File: src/rtl/vending_machine_param.sv
// Parameterised coin-operated vending controller: accumulates 5/10 rs coins,
// dispenses one item over a ready handshake, returns change and tracks stock.
module vending_machine_param #(
  parameter int PRICE      = 3,
  parameter int CREDIT_W   = 4,
  parameter int STOCK_W    = 4,
  parameter int STOCK_INIT = 8
) (
  input  logic                clk,
  input  logic                rst,
  input  logic [1:0]          in,
  input  logic                cancel,
  input  logic                restock,
  input  logic                vend_ready,
  output logic                out,
  output logic [1:0]          change,
  output logic [CREDIT_W-1:0] credit,
  output logic [STOCK_W-1:0]  stock,
  output logic                coin_reject,
  output logic                sold_out
);

  typedef enum logic [2:0] {
    S_IDLE    = 3'd0,
    S_COLLECT = 3'd1,
    S_VEND    = 3'd2,
    S_CHANGE  = 3'd3,
    S_SOLDOUT = 3'd4
  } state_t;

  localparam logic [CREDIT_W-1:0] PRICE_C      = CREDIT_W'(PRICE);
  localparam logic [STOCK_W-1:0]  STOCK_INIT_C = STOCK_W'(STOCK_INIT);
  localparam logic [CREDIT_W-1:0] CREDIT_ZERO  = CREDIT_W'(0);
  localparam logic [CREDIT_W-1:0] CREDIT_ONE   = CREDIT_W'(1);
  localparam logic [CREDIT_W-1:0] CREDIT_TWO   = CREDIT_W'(2);
  localparam logic [STOCK_W-1:0]  STOCK_ZERO   = STOCK_W'(0);
  localparam logic [STOCK_W-1:0]  STOCK_ONE    = STOCK_W'(1);

  state_t              r_state;
  state_t              w_next_state;
  logic [CREDIT_W-1:0] r_credit;
  logic [CREDIT_W-1:0] w_credit_next;
  logic [STOCK_W-1:0]  r_stock;
  logic [STOCK_W-1:0]  w_stock_next;
  logic                r_out;
  logic                w_out_next;
  logic [1:0]          r_change;
  logic [1:0]          w_change_next;
  logic                r_coin_reject;
  logic                w_coin_reject_next;
  logic                r_sold_out;
  logic                w_sold_out_next;
  logic                w_coin_ok;
  logic [CREDIT_W-1:0] w_coin_val;

  assign w_coin_ok  = (in == 2'b01) || (in == 2'b10);
  assign w_coin_val = CREDIT_W'(in);

  // State, datapath and output registers; reset discards any held credit.
  always_ff @(posedge clk or posedge rst) begin
    if (rst) begin
      r_state       <= S_IDLE;
      r_credit      <= CREDIT_ZERO;
      r_stock       <= STOCK_INIT_C;
      r_out         <= 1'b0;
      r_change      <= 2'b00;
      r_coin_reject <= 1'b0;
      r_sold_out    <= 1'b0;
    end else begin
      r_state       <= w_next_state;
      r_credit      <= w_credit_next;
      r_stock       <= w_stock_next;
      r_out         <= w_out_next;
      r_change      <= w_change_next;
      r_coin_reject <= w_coin_reject_next;
      r_sold_out    <= w_sold_out_next;
    end
  end

  // Next-state, credit and stock update.
  always_comb begin
    w_next_state  = r_state;
    w_credit_next = r_credit;
    w_stock_next  = r_stock;
    case (r_state)
      S_IDLE, S_COLLECT: begin
        if ((r_state == S_COLLECT) && cancel) begin
          w_next_state = S_CHANGE;
        end else if (w_coin_ok) begin
          w_credit_next = r_credit + w_coin_val;
          if (w_credit_next >= PRICE_C) begin
            w_next_state = S_VEND;
          end else begin
            w_next_state = S_COLLECT;
          end
        end else begin
          w_next_state = r_state;
        end
      end
      S_VEND: begin
        if (r_out && vend_ready) begin
          w_credit_next = r_credit - PRICE_C;
          w_stock_next  = r_stock - STOCK_ONE;
          if (w_credit_next != CREDIT_ZERO) begin
            w_next_state = S_CHANGE;
          end else if (w_stock_next == STOCK_ZERO) begin
            w_next_state = S_SOLDOUT;
          end else begin
            w_next_state = S_IDLE;
          end
        end else begin
          w_next_state = S_VEND;
        end
      end
      S_CHANGE: begin
        if (r_credit >= CREDIT_TWO) begin
          w_credit_next = r_credit - CREDIT_TWO;
        end else if (r_credit != CREDIT_ZERO) begin
          w_credit_next = r_credit - CREDIT_ONE;
        end else begin
          w_credit_next = r_credit;
        end
        if (w_credit_next != CREDIT_ZERO) begin
          w_next_state = S_CHANGE;
        end else if (r_stock == STOCK_ZERO) begin
          w_next_state = S_SOLDOUT;
        end else begin
          w_next_state = S_IDLE;
        end
      end
      S_SOLDOUT: begin
        if (restock) begin
          w_stock_next = STOCK_INIT_C;
          w_next_state = S_IDLE;
        end else begin
          w_next_state = S_SOLDOUT;
        end
      end
      default: begin
        w_next_state  = S_IDLE;
        w_credit_next = CREDIT_ZERO;
        w_stock_next  = STOCK_INIT_C;
      end
    endcase
  end

  // Next values of the registered outputs.
  always_comb begin
    w_out_next         = (w_next_state == S_VEND);
    w_sold_out_next    = (w_next_state == S_SOLDOUT);
    w_change_next      = 2'b00;
    w_coin_reject_next = 1'b0;
    case (r_state)
      S_IDLE: begin
        w_coin_reject_next = (in == 2'b11);
      end
      S_COLLECT: begin
        w_coin_reject_next = (in == 2'b11) || (cancel && (in != 2'b00));
      end
      S_VEND, S_SOLDOUT: begin
        w_coin_reject_next = (in != 2'b00);
      end
      S_CHANGE: begin
        w_coin_reject_next = (in != 2'b00);
        if (r_credit >= CREDIT_TWO) begin
          w_change_next = 2'b10;
        end else if (r_credit != CREDIT_ZERO) begin
          w_change_next = 2'b01;
        end else begin
          w_change_next = 2'b00;
        end
      end
      default: begin
        w_coin_reject_next = 1'b0;
      end
    endcase
  end

  assign out         = r_out;
  assign change      = r_change;
  assign credit      = r_credit;
  assign stock       = r_stock;
  assign coin_reject = r_coin_reject;
  assign sold_out    = r_sold_out;

endmodule
File: config.mk
export PLATFORM = sky130hd
export DESIGN_NAME = vending_machine_param
export DESIGN_NICKNAME = d
export VERILOG_FILES = /design/src/rtl/vending_machine_param.sv
export SDC_FILE = /design/constraint.sdc
export NUM_CORES = 1
export LEC_CHECK = 0
export CAP_MARGIN = 20
export CORE_MARGIN = 2
export CORE_UTILIZATION = 40
export DETAILED_ROUTE_END_ITERATION = 10
export SYNTH_ARGS = -nofsm -noshare
export SYNTH_HDL_FRONTEND = slang
export SYNTH_SLANG_ARGS = --single-unit
File: constraint.sdc
create_clock -name clk -period 5.6 [get_ports clk]
set_input_delay 0.84 -clock clk [delete_from_list [all_inputs] [get_ports clk]]
set_output_delay 0.84 -clock clk [all_outputs]
set_load 0.1 [all_outputs]
==> metrics <==
Setup crit start=credit[1]; total CTS buffers=3; end of the worst register-to-register path=sold_out; crit-path leading delay family=buffers and inverters; WHS Endpoint=stock[3]; Reg2Reg Setup Slack=3.08 ns; WP depth=1; setup TNS=0 ns; Unique masters post-synth=44; max incr delay on CP=1.22 ns; die height=60.8 µm; reg2reg start=credit[0]; DP Cell Count=212; Wirelength per Cell=13.7 µm; die area=0.00370 mm²; nature of the critical path startpoint=register; kind of critical path=register to primary output; Finished Layout Cells=216; minimum clock period=3.00 ns; data arrival time of the critical path=2.16 ns; number of synthesized flops with an enable pin=0; ys flop type=dfrtp_1; largest net degree at the start of global routing=17; clock tree sinks=16; routability congestion estimate from global placement=0.774; DRT antenna net count=0; Hold Path Depth=2; Final Cycle Share=53.5%; fmax=334 MHz; ANT cells=0; CTS tree=yes; Post-CTS Setup Inserts=0; Max clock buf depth=2; worst clock skew=0.00879 ns; final hold vios=0; area share of the largest cell type after synthesis=29.1%; Final setup violation count=0; crit-path cells=clkdlybuf4s50_1; gr ovfl total=0; Worst Hold Class=register to register; Util after Layout=50.5%; DRC errors left=0; Vias=1171; Yosys reg bits=16; ys async rst share=100%; Chip Width=60.8 µm; Post-Syn Area=0.00129 mm²; drt initial violations=45; Worst-path clk slew=0.09 ns; Layout area overhead=19.5%; sequential share of the synthesized area=31.1%; synthesized area per cell=8.32 µm²; Max Slew Vio Count=0; Net count, final=194; detailed placer's ending HPWL=2.28 mm; share of layout cells above drive strength 1=5.23%; cells on worst reg2reg path=7; max-cap violations=0; status=completed; unrepaired setup endpoints after global routing=false; I/O Buffers=19; WHS=0.597 ns; Crit path buffers/inverters=1; first-pass GRT wire length=4.96 mm; crit-path max FO=13; drt via density=5.42; vias in the first global route=1111; Worst EP required=4.76 ns; Gate Count Post-Synth=155; initial core utilization=42.3%; Worst path slowest cell=clkdlybuf4s50_1; core area=0.00305 mm²; gr usage total=17.9%; Ys Warns=0; H-tree Lvls=1; fillers=311; Worst setup EP type=primary output; final WL=2.97 mm; # hold bufs at CTS=0; top post-synthesis cells by area=dfrtp_1 29%, ha_1 13%, nand2_1 4.7%, nor2_1 4.7%, inv_1 3.8%; Ports=20; Resized cells post-CTS=0; Pre-antenna DRT Iters=4; Net Count, Synth=176; Worst-Margin Slew=0.970 ns; Synth area leader=dfrtp_1; Max-slew headroom=35.1%; hold path start=stock[3]; Row Count=20; initial antenna violation count=0; CTS root buf=clkbuf_4; Clock Latency Late Sink=0.30 ns
## cells in the mapped netlist, drive strengths merged, types with 2 or more instances
| library cell | count |
|---|---|
| ha | 13 |
| o311ai | 3 |
| nor4 | 2 |
| nor3 | 5 |
| or3 | 3 |
| clkbuf | 5 |
| o31ai | 4 |
| nand3 | 3 |
| o21ai | 10 |
| nor2 | 16 |
| mux2i | 2 |
| a211o | 2 |
| nor2b | 3 |
| nand2 | 16 |
| or2 | 3 |
| xnor2 | 3 |
| dfrtp | 15 |
| a21oi | 6 |
| o22ai | 2 |
| a21o | 2 |
| inv | 13 |
| nand2b | 4 |
## worst max path at each step
| stage | to | slack [ns] |
|---|---|---|
| 2_1_floorplan | r_state[2] | 2.63 |
| 3_3_place_gp | out | 2.87 |
| 3_5_place_dp | r_state[1] | 2.75 |
| 4_1_cts | credit[1] | 2.59 |
| 5_1_grt | credit[1] | 2.53 |
| 6_report | credit[1] | 2.60 |
## registers in the layout, indices dropped and copies added, names as in the netlist
name / count
credit: 4
coin_reject: 1
r_state: 3
stock: 4
change: 2
sold_out: 1
out: 1
## placed cells by master (no fill, tap or decap), drive strengths merged, types with 5 or more instances in the layout
master,instances
clkdlybuf4s50,19
nor2,16
dfrtp,15
o21ai,10
nand2,16
ha,13
inv,13
nor3,5
a21oi,6
## layer usage
metal  vias to the layer above  global-route usage, %  share of wire, %
met2                        22                   30.3                48
met3                         5                   1.92               3.5
met5                         -                      0                 0
met1                       556                   23.7                47
li1                        588                      -                 -
met4                         0                   6.52               1.3
## tightest hold or removal path: cells and delay by family, from the launching register on
family	cells	cell delay (ns)
buffers and inverters	1	0.10
AOI/OAI and AO/OA	1	0.10
DFF	1	0.40
## stage by stage
| step | cell area (µm²) | worst slack, ns |
|---|---|---|
| 2_1_floorplan | 1290 | 2.63 |
| 3_3_place_gp | 1510 | 2.87 |
| 3_5_place_dp | 1510 | 2.75 |
| 4_1_cts | 1540 | 2.59 |
| 5_1_grt | 1540 | 2.53 |
| 6_report | 1540 | 2.60 |
## cell type report
class | instances | area, µm² | share of cell area, %
inverter | 13 | 48.8 | 3.17
timing repair buffer | 19 | 190 | 12.3
clock buffer | 4 | 36.3 | 2.35
tap | 44 | 55.1 | 3.57
sequential | 16 | 402 | 26.1
multi-input combinational | 120 | 810 | 52.5
## cell families after synthesis
group                    after synthesis  synth area share, %
AND/OR/NAND/NOR                       59                 22.5
AO/OA/AOI/OAI                         41                 21.8
buffers and inverters                 19                 6.11
flip-flops                            16                 31.1
adder cells (fa/ha/maj)               14                 14.2
XOR/XNOR                               4                 2.72
multiplexers                           2                 1.55
Power is left out: the tool's default activity adds up to more than one toggle a clock period on the data nets, which glitch-free logic cannot reach.
